$ cat src/rtl/fetch_seq_if.sv
// Sequencer <-> control-unit/ROM signal bundle for fetch_seq.
// FETCH_SEQ_RETCNT_EN adds the retired-instruction counter output.
interface fetch_seq_if #(
    parameter int PC_W    = 10,
    parameter int INSTR_W = 16
);
    logic [INSTR_W-1:0] instr;
    logic               alu_zero;
    logic               s_inc;
    logic               s_inm;
    logic               we3;
    logic               fin;
    logic               go;
    logic [PC_W-1:0]    pc;
    logic [5:0]         opcode;
    logic               z;
    logic               halted;
`ifdef FETCH_SEQ_RETCNT_EN
    logic [15:0]        retired;

    modport slave (
        input  instr, alu_zero, s_inc, s_inm, we3, fin, go,
        output pc, opcode, z, halted, retired
    );
    modport master (
        output instr, alu_zero, s_inc, s_inm, we3, fin, go,
        input  pc, opcode, z, halted, retired
    );
`else
    modport slave (
        input  instr, alu_zero, s_inc, s_inm, we3, fin, go,
        output pc, opcode, z, halted
    );
    modport master (
        output instr, alu_zero, s_inc, s_inm, we3, fin, go,
        input  pc, opcode, z, halted
    );
`endif
endinterface

$ cat src/rtl/fetch_seq.sv
// Single-cycle instruction sequencer: PC, zero flag and BOOT/RUN/HALT control.
// FETCH_SEQ_RETCNT_EN adds a 16-bit retired-instruction counter.
module fetch_seq #(
    parameter int PC_W    = 10,
    parameter int INSTR_W = 16
) (
    input  logic        clk,
    input  logic        reset,
    fetch_seq_if.slave  sq
);
    typedef enum logic [1:0] {BOOT, RUN, HALT} state_t;

    state_t          state_q, state_d;
    logic [PC_W-1:0] pc_q, pc_d;
    logic            z_q, z_d;
    logic            halted_q, halted_d;
    logic [5:0]      opcode;
    logic            halt_hit;

    assign opcode   = sq.instr[INSTR_W-1 -: 6];
    // The control unit leaves fin asserted across opcodes; only 1111 opcodes halt.
    assign halt_hit = sq.fin & (opcode[3:0] == 4'b1111);

`ifdef FETCH_SEQ_RETCNT_EN
    logic [15:0] ret_q, ret_d;
    assign sq.retired = ret_q;
`endif

    always_ff @(posedge clk or posedge reset) begin
        if (reset) begin
            state_q  <= BOOT;
            pc_q     <= '0;
            z_q      <= 1'b0;
            halted_q <= 1'b0;
`ifdef FETCH_SEQ_RETCNT_EN
            ret_q    <= '0;
`endif
        end else begin
            state_q  <= state_d;
            pc_q     <= pc_d;
            z_q      <= z_d;
            halted_q <= halted_d;
`ifdef FETCH_SEQ_RETCNT_EN
            ret_q    <= ret_d;
`endif
        end
    end

    always_comb begin
        state_d  = state_q;
        pc_d     = pc_q;
        z_d      = z_q;
        halted_d = halted_q;
`ifdef FETCH_SEQ_RETCNT_EN
        ret_d    = ret_q;
`endif
        case (state_q)
            BOOT: state_d = RUN;
            RUN: begin
                if (halt_hit) begin
                    state_d  = HALT;
                    halted_d = 1'b1;
                end else begin
                    pc_d = sq.s_inc ? pc_q + PC_W'(1) : sq.instr[PC_W-1:0];
                    // Only ALU writes update z; jz/jnz see the flag from an earlier instruction.
                    if (sq.we3 && !sq.s_inm)
                        z_d = sq.alu_zero;
`ifdef FETCH_SEQ_RETCNT_EN
                    ret_d = ret_q + 16'd1;
`endif
                end
            end
            HALT: begin
                if (sq.go) begin
                    state_d  = RUN;
                    halted_d = 1'b0;
                    pc_d     = pc_q + PC_W'(1);
                end
            end
            default: state_d = BOOT;
        endcase
    end

    assign sq.pc     = pc_q;
    assign sq.opcode = opcode;
    assign sq.z      = z_q;
    assign sq.halted = halted_q;
endmodule

$ cat src/flat_wrapper.sv
// flat-port wrapper written by rule: the top's interface ports become plain ports
module fetch_seq_flat 
#(
    parameter int PC_W    = 10,
    parameter int INSTR_W = 16
)
  (clk, reset, sq_instr, sq_alu_zero, sq_s_inc, sq_s_inm, sq_we3, sq_fin, sq_go, sq_pc, sq_opcode, sq_z, sq_halted);
  fetch_seq_if #(.PC_W(PC_W), .INSTR_W(INSTR_W)) sq_i ();
  input  logic clk;
  input  logic reset;
  input wire logic [$bits(sq_i.instr)-1:0] sq_instr;
  input wire logic [$bits(sq_i.alu_zero)-1:0] sq_alu_zero;
  input wire logic [$bits(sq_i.s_inc)-1:0] sq_s_inc;
  input wire logic [$bits(sq_i.s_inm)-1:0] sq_s_inm;
  input wire logic [$bits(sq_i.we3)-1:0] sq_we3;
  input wire logic [$bits(sq_i.fin)-1:0] sq_fin;
  input wire logic [$bits(sq_i.go)-1:0] sq_go;
  output wire logic [$bits(sq_i.pc)-1:0] sq_pc;
  output wire logic [$bits(sq_i.opcode)-1:0] sq_opcode;
  output wire logic [$bits(sq_i.z)-1:0] sq_z;
  output wire logic [$bits(sq_i.halted)-1:0] sq_halted;
  assign sq_i.instr = sq_instr;
  assign sq_i.alu_zero = sq_alu_zero;
  assign sq_i.s_inc = sq_s_inc;
  assign sq_i.s_inm = sq_s_inm;
  assign sq_i.we3 = sq_we3;
  assign sq_i.fin = sq_fin;
  assign sq_i.go = sq_go;
  assign sq_pc = sq_i.pc;
  assign sq_opcode = sq_i.opcode;
  assign sq_z = sq_i.z;
  assign sq_halted = sq_i.halted;
  fetch_seq #(.PC_W(PC_W), .INSTR_W(INSTR_W)) u_core (.clk(clk), .reset(reset), .sq(sq_i));
endmodule
$ cat config.mk
export PLATFORM = sky130hd
export DESIGN_NAME = fetch_seq_flat
export DESIGN_NICKNAME = d
export VERILOG_FILES = /design/src/rtl/fetch_seq_if.sv /design/src/rtl/fetch_seq.sv /design/src/flat_wrapper.sv
export SDC_FILE = /design/constraint.sdc
export NUM_CORES = 1
export LEC_CHECK = 0
export ABC_AREA = 1
export CORE_ASPECT_RATIO = 0.75
export CORE_MARGIN = 2
export CORE_UTILIZATION = 30
export DETAILED_ROUTE_END_ITERATION = 16
export PLACE_DENSITY = 0.71
export SYNTH_ARGS = -nofsm -noshare
export SYNTH_HDL_FRONTEND = slang
export SYNTH_SLANG_ARGS = --single-unit
$ cat constraint.sdc
create_clock -name clk -period 3 [get_ports clk]
set_input_delay 0.6 -clock clk [delete_from_list [all_inputs] [get_ports clk]]
set_output_delay 0.6 -clock clk [all_outputs]
set_load 0.01 [all_outputs]
# Yosys cells after proc, flatten, opt, wreduce, memory -nomap -nowiden
# Index checks and enable logic that the tools add are counted.
# word_totals
reg_bits	14
out_inout_bits	18
wordCells	31
# classes
n_addsub	1
n_eq_ne	6
n_mux	10
bitwise_logic	2
reduce_logical	8
# ops
cell	count
2-to-1 mux 10 bit	3
one-hot mux 10 bit (2 select lines)	1
adder 10 x 1 -> 10 bit, second input constant	1
AND reduction 3 bit	3
one-hot mux 2 bit (3 select lines)	1
equality test 4 bit, second input constant	1
2-to-1 mux 2 bit	2
!= test 2 bit, second input constant	2
equality test 2 x 1 -> 1 bit, second input constant	1
equality test 2 bit, second input constant	1
logical NOT 2 bit	1
2-to-1 mux 1 bit	2
!= test 2 x 1 -> 1 bit, second input constant	1
one-hot mux 1 bit (2 select lines)	1
AND reduction 2 bit	1
nonzero test 2 bit	1
bitwise AND 1 bit	1
logical AND 1 bit	1
logical NOT 1 bit	1
NOT 1 bit	1

# Logic depth before layout (Yosys ltp)
# depth
word_depth	4
depth_mapped	8
depth_no_buf	8

# Least setup slack after synthesis
# OpenSTA, ideal clock, no wires.
# synth_path
path_type	input to output
start	in sq_instr[10]
end	out sq_opcode[0]
t_arrival_ns	0.719
slack_ns	1.681
cell_stages	1
cell_sequence	buf_4
# synth_rtl
element	line	rtl
start: declaration	flat_wrapper.sv:11	input wire logic [$bits(sq_i.instr)-1:0] sq_instr;
end: declaration	flat_wrapper.sv:19	output wire logic [$bits(sq_i.opcode)-1:0] sq_opcode;
# No word-level cell between the ends.

# Worst setup path in the final report
# layout_path
start	in sq_instr[11]
end	out sq_opcode[1]
# No word-level cell between the ends.

==> results.cfg <==
[timing]
fin_crit_ps = 2210
drv_slew = 0
setup_viol = 0
worstMarginPinSlew_ps = 570
hold_viol = 0
max_freq_ghz = 0.452
rsz0062_at_grt = false
slew_headroom_pct = 61.9
tns_ps = 0
period_share_pct = 73.8
fin_skew_ps = 3.24

[pwr]
vdd_drop_max_uv = 368
power_density_mw_per_mm2 = 893
p_leak_uw = 0.000640
power_uw = 1240

[setup_path]
cp.arrival_ps = 1610
reg2reg_to = u_core.sq.pc[1]
cpMaxStageDelayCell = clkdlybuf4s50_1
path_cells = clkdlybuf4s50_1, clkdlybuf4s50_1
path_common_cell = clkdlybuf4s50_1
critical-path-top-delay-family = buffers and inverters
cp_num_cells = 2
critPathMaxFanout = 2
worst_setup_path_end_kind = primary output
start_kind = input port
worstRegToRegCells = 6
required_ps = 2400
crit_type = in2out
crit_path_max_incr_delay_ps = 540
cp_num_buf_inv = 2
rrSetupSlack_ps = 1600
startpoint = sq_instr[11]
endpoint = sq_opcode[1]
reg2reg_from = u_core.state_q[1]

[finish]
drive_gt1_share_pct = 8.09
multi_input_area_um2 = 498
utilization_pct = 43.2
n_antenna_cell = 0
area_delta_synth_final_pct = 39.9
post-route-cell-area_mm2 = 0.00139
regArea_um2 = 350
design.final.nets = 199
fillers = 336

[placement]
hpwl_mm = 1.70
place.gp.congestion = 0.813
port_buffers = 37
dpl-instance-area_mm2 = 0.00134

[floorplanning]
core_mm2 = 0.00322
rows = 18
die_y_um = 53.9
io_pins = 42
die_w_um = 70.5
die_area_mm2 = 0.00380
start_util_pct = 30.9

[route]
highest_layer = met4
via_count = 969
route.detailed.wl_per_inst_um = 10.6
dr.pass1.iters = 4
wl_met2_um = 979
detail-route-antenna-nets = 0
first_iter_violations = 48
m1WireLength_mm = 1.18
wirelength_mm = 2.26
route.met3.wl_um = 94
drc_errors = 0
vias_per_cell = 4.55

[global_routing]
grt_max_degree = 17
grt_pass1_wl_mm = 3.80
grt_antenna_before_repair = 0
grt_pass1_vias = 829
grt_usage_pct = 13.0
overflow = 0

[clock_network]
path_clk_slew_ps = 60
numCtsBuffers = 3
clk_latency_ps = 250
postCtsSetupBuffers = 0
cts_tree = yes
cts_root_buf = clkbuf_8
post_cts_resize_count = 0
cts_sinks = 14
clockBufferDepth = 2
htreeDepth = 1
cts_hold_buf = 0

[synthesis]
netlist.area_leader.share_pct = 35.2
netlist_instances = 141
synthesis.area_um2 = 995
yosysTopAreaCell = dfrtp_1
yosysSeqAreaShare_pct = 35.2
yosys_register_bits = 14
yosysWarnings = 0
synthesis.nets = 166
postSynthAreaPerCell_um2 = 7.05
yosysUniqueCellTypes = 23
synthTopCellsByArea = dfrtp_1, nand2_1, nand3_1, inv_1, buf_4

[hold_path]
hp-class = reg2reg

[job]
cap_viol_max_count = 0

[status]
status = finished, final reports clean
[Yosys cell counts (all sizes together)]
| library cell | number |
|---|---|
| nand2 | 41 |
| nand3 | 25 |
| inv | 17 |
| dfrtp | 14 |
| nor2 | 11 |
| buf | 9 |
| o21ai | 7 |
| or2 | 5 |
| a21oi | 4 |
| nand4 | 2 |
| clkinv | 1 |
| ha | 1 |
| nand3b | 1 |
| o211ai | 1 |
| o21bai | 1 |
| xor2 | 1 |
[area by class of cell]
class                   count  area share (%)
clock buffers               4            3.96
inverters                  18            4.86
multi-input cells         100            35.8
flip-flops and latches     14            25.2
well taps                  40            3.60
repair buffers             37            26.6
[state kept, by name, summed over array words and instances (netlist names)]
signal            cells
u_core.sq.pc         10
u_core.state_q        2
u_core.sq.halted      1
u_core.sq.z           1
[how the worst min path moves through the flow]
stage | slack, ps | startpoint | end | cells past startpoint
final | 470 | u_core.sq.z | u_core.sq.z | 2
after global placement | 460 | u_core.sq.z | u_core.sq.z | 2
after floorplan | 490 | reset | u_core.sq.halted | 1
after global routing | 520 | u_core.sq.z | u_core.sq.z | 2
after detailed placement | 460 | u_core.sq.z | u_core.sq.z | 2
after CTS | 480 | u_core.sq.z | u_core.sq.z | 2
[layer usage]
layer / up-vias / track usage (%)
li1: 512 / -
met2: 17 / 20.3
met3: 2 / 5.06
met5: - / 0
met4: 0 / 1.92
met1: 438 / 17.5
[report_power, final]
group	switching (uW)	internal, uW
combinational	342	318
sequential	113	283
clock	70.7	116
total	525	717
[cells by family after synthesis]
family,count (synthesis),share of synthesized area (%)
simple gates,85,39.4
compound gates,13,8.55
fa+ha+maj,1,1.26
xor+xnor,1,0.881
flops,14,35.2
buf+inv,27,14.7
[cells in the final DEF, fill, tap and decap left out, types with 2 or more instances in the layout]
| cell | count |
|---|---|
| a21oi_1 | 3 |
| clkbuf_8 | 4 |
| clkdlybuf4s50_1 | 37 |
| dfrtp_1 | 14 |
| inv_1 | 16 |
| nand2_1 | 39 |
| nand2_2 | 2 |
| nand3_1 | 24 |
| nand4_1 | 2 |
| nor2_1 | 7 |
| nor2_2 | 4 |
| o21ai_0 | 5 |
| o21ai_1 | 2 |
| or2_0 | 5 |
[metrics by stage]
stage | hold slack (ps) | cells | worst slack [ps]
4_1_cts | 479 | 213 | 781
3_3_place_gp | 460 | 209 | 795
3_5_place_dp | 464 | 209 | 781
2_1_floorplan | 489 | 141 | 1680
5_1_grt | 517 | 213 | 771
6_report | 474 | 213 | 787
No activity file was read; power rests on OpenSTA's default activity.
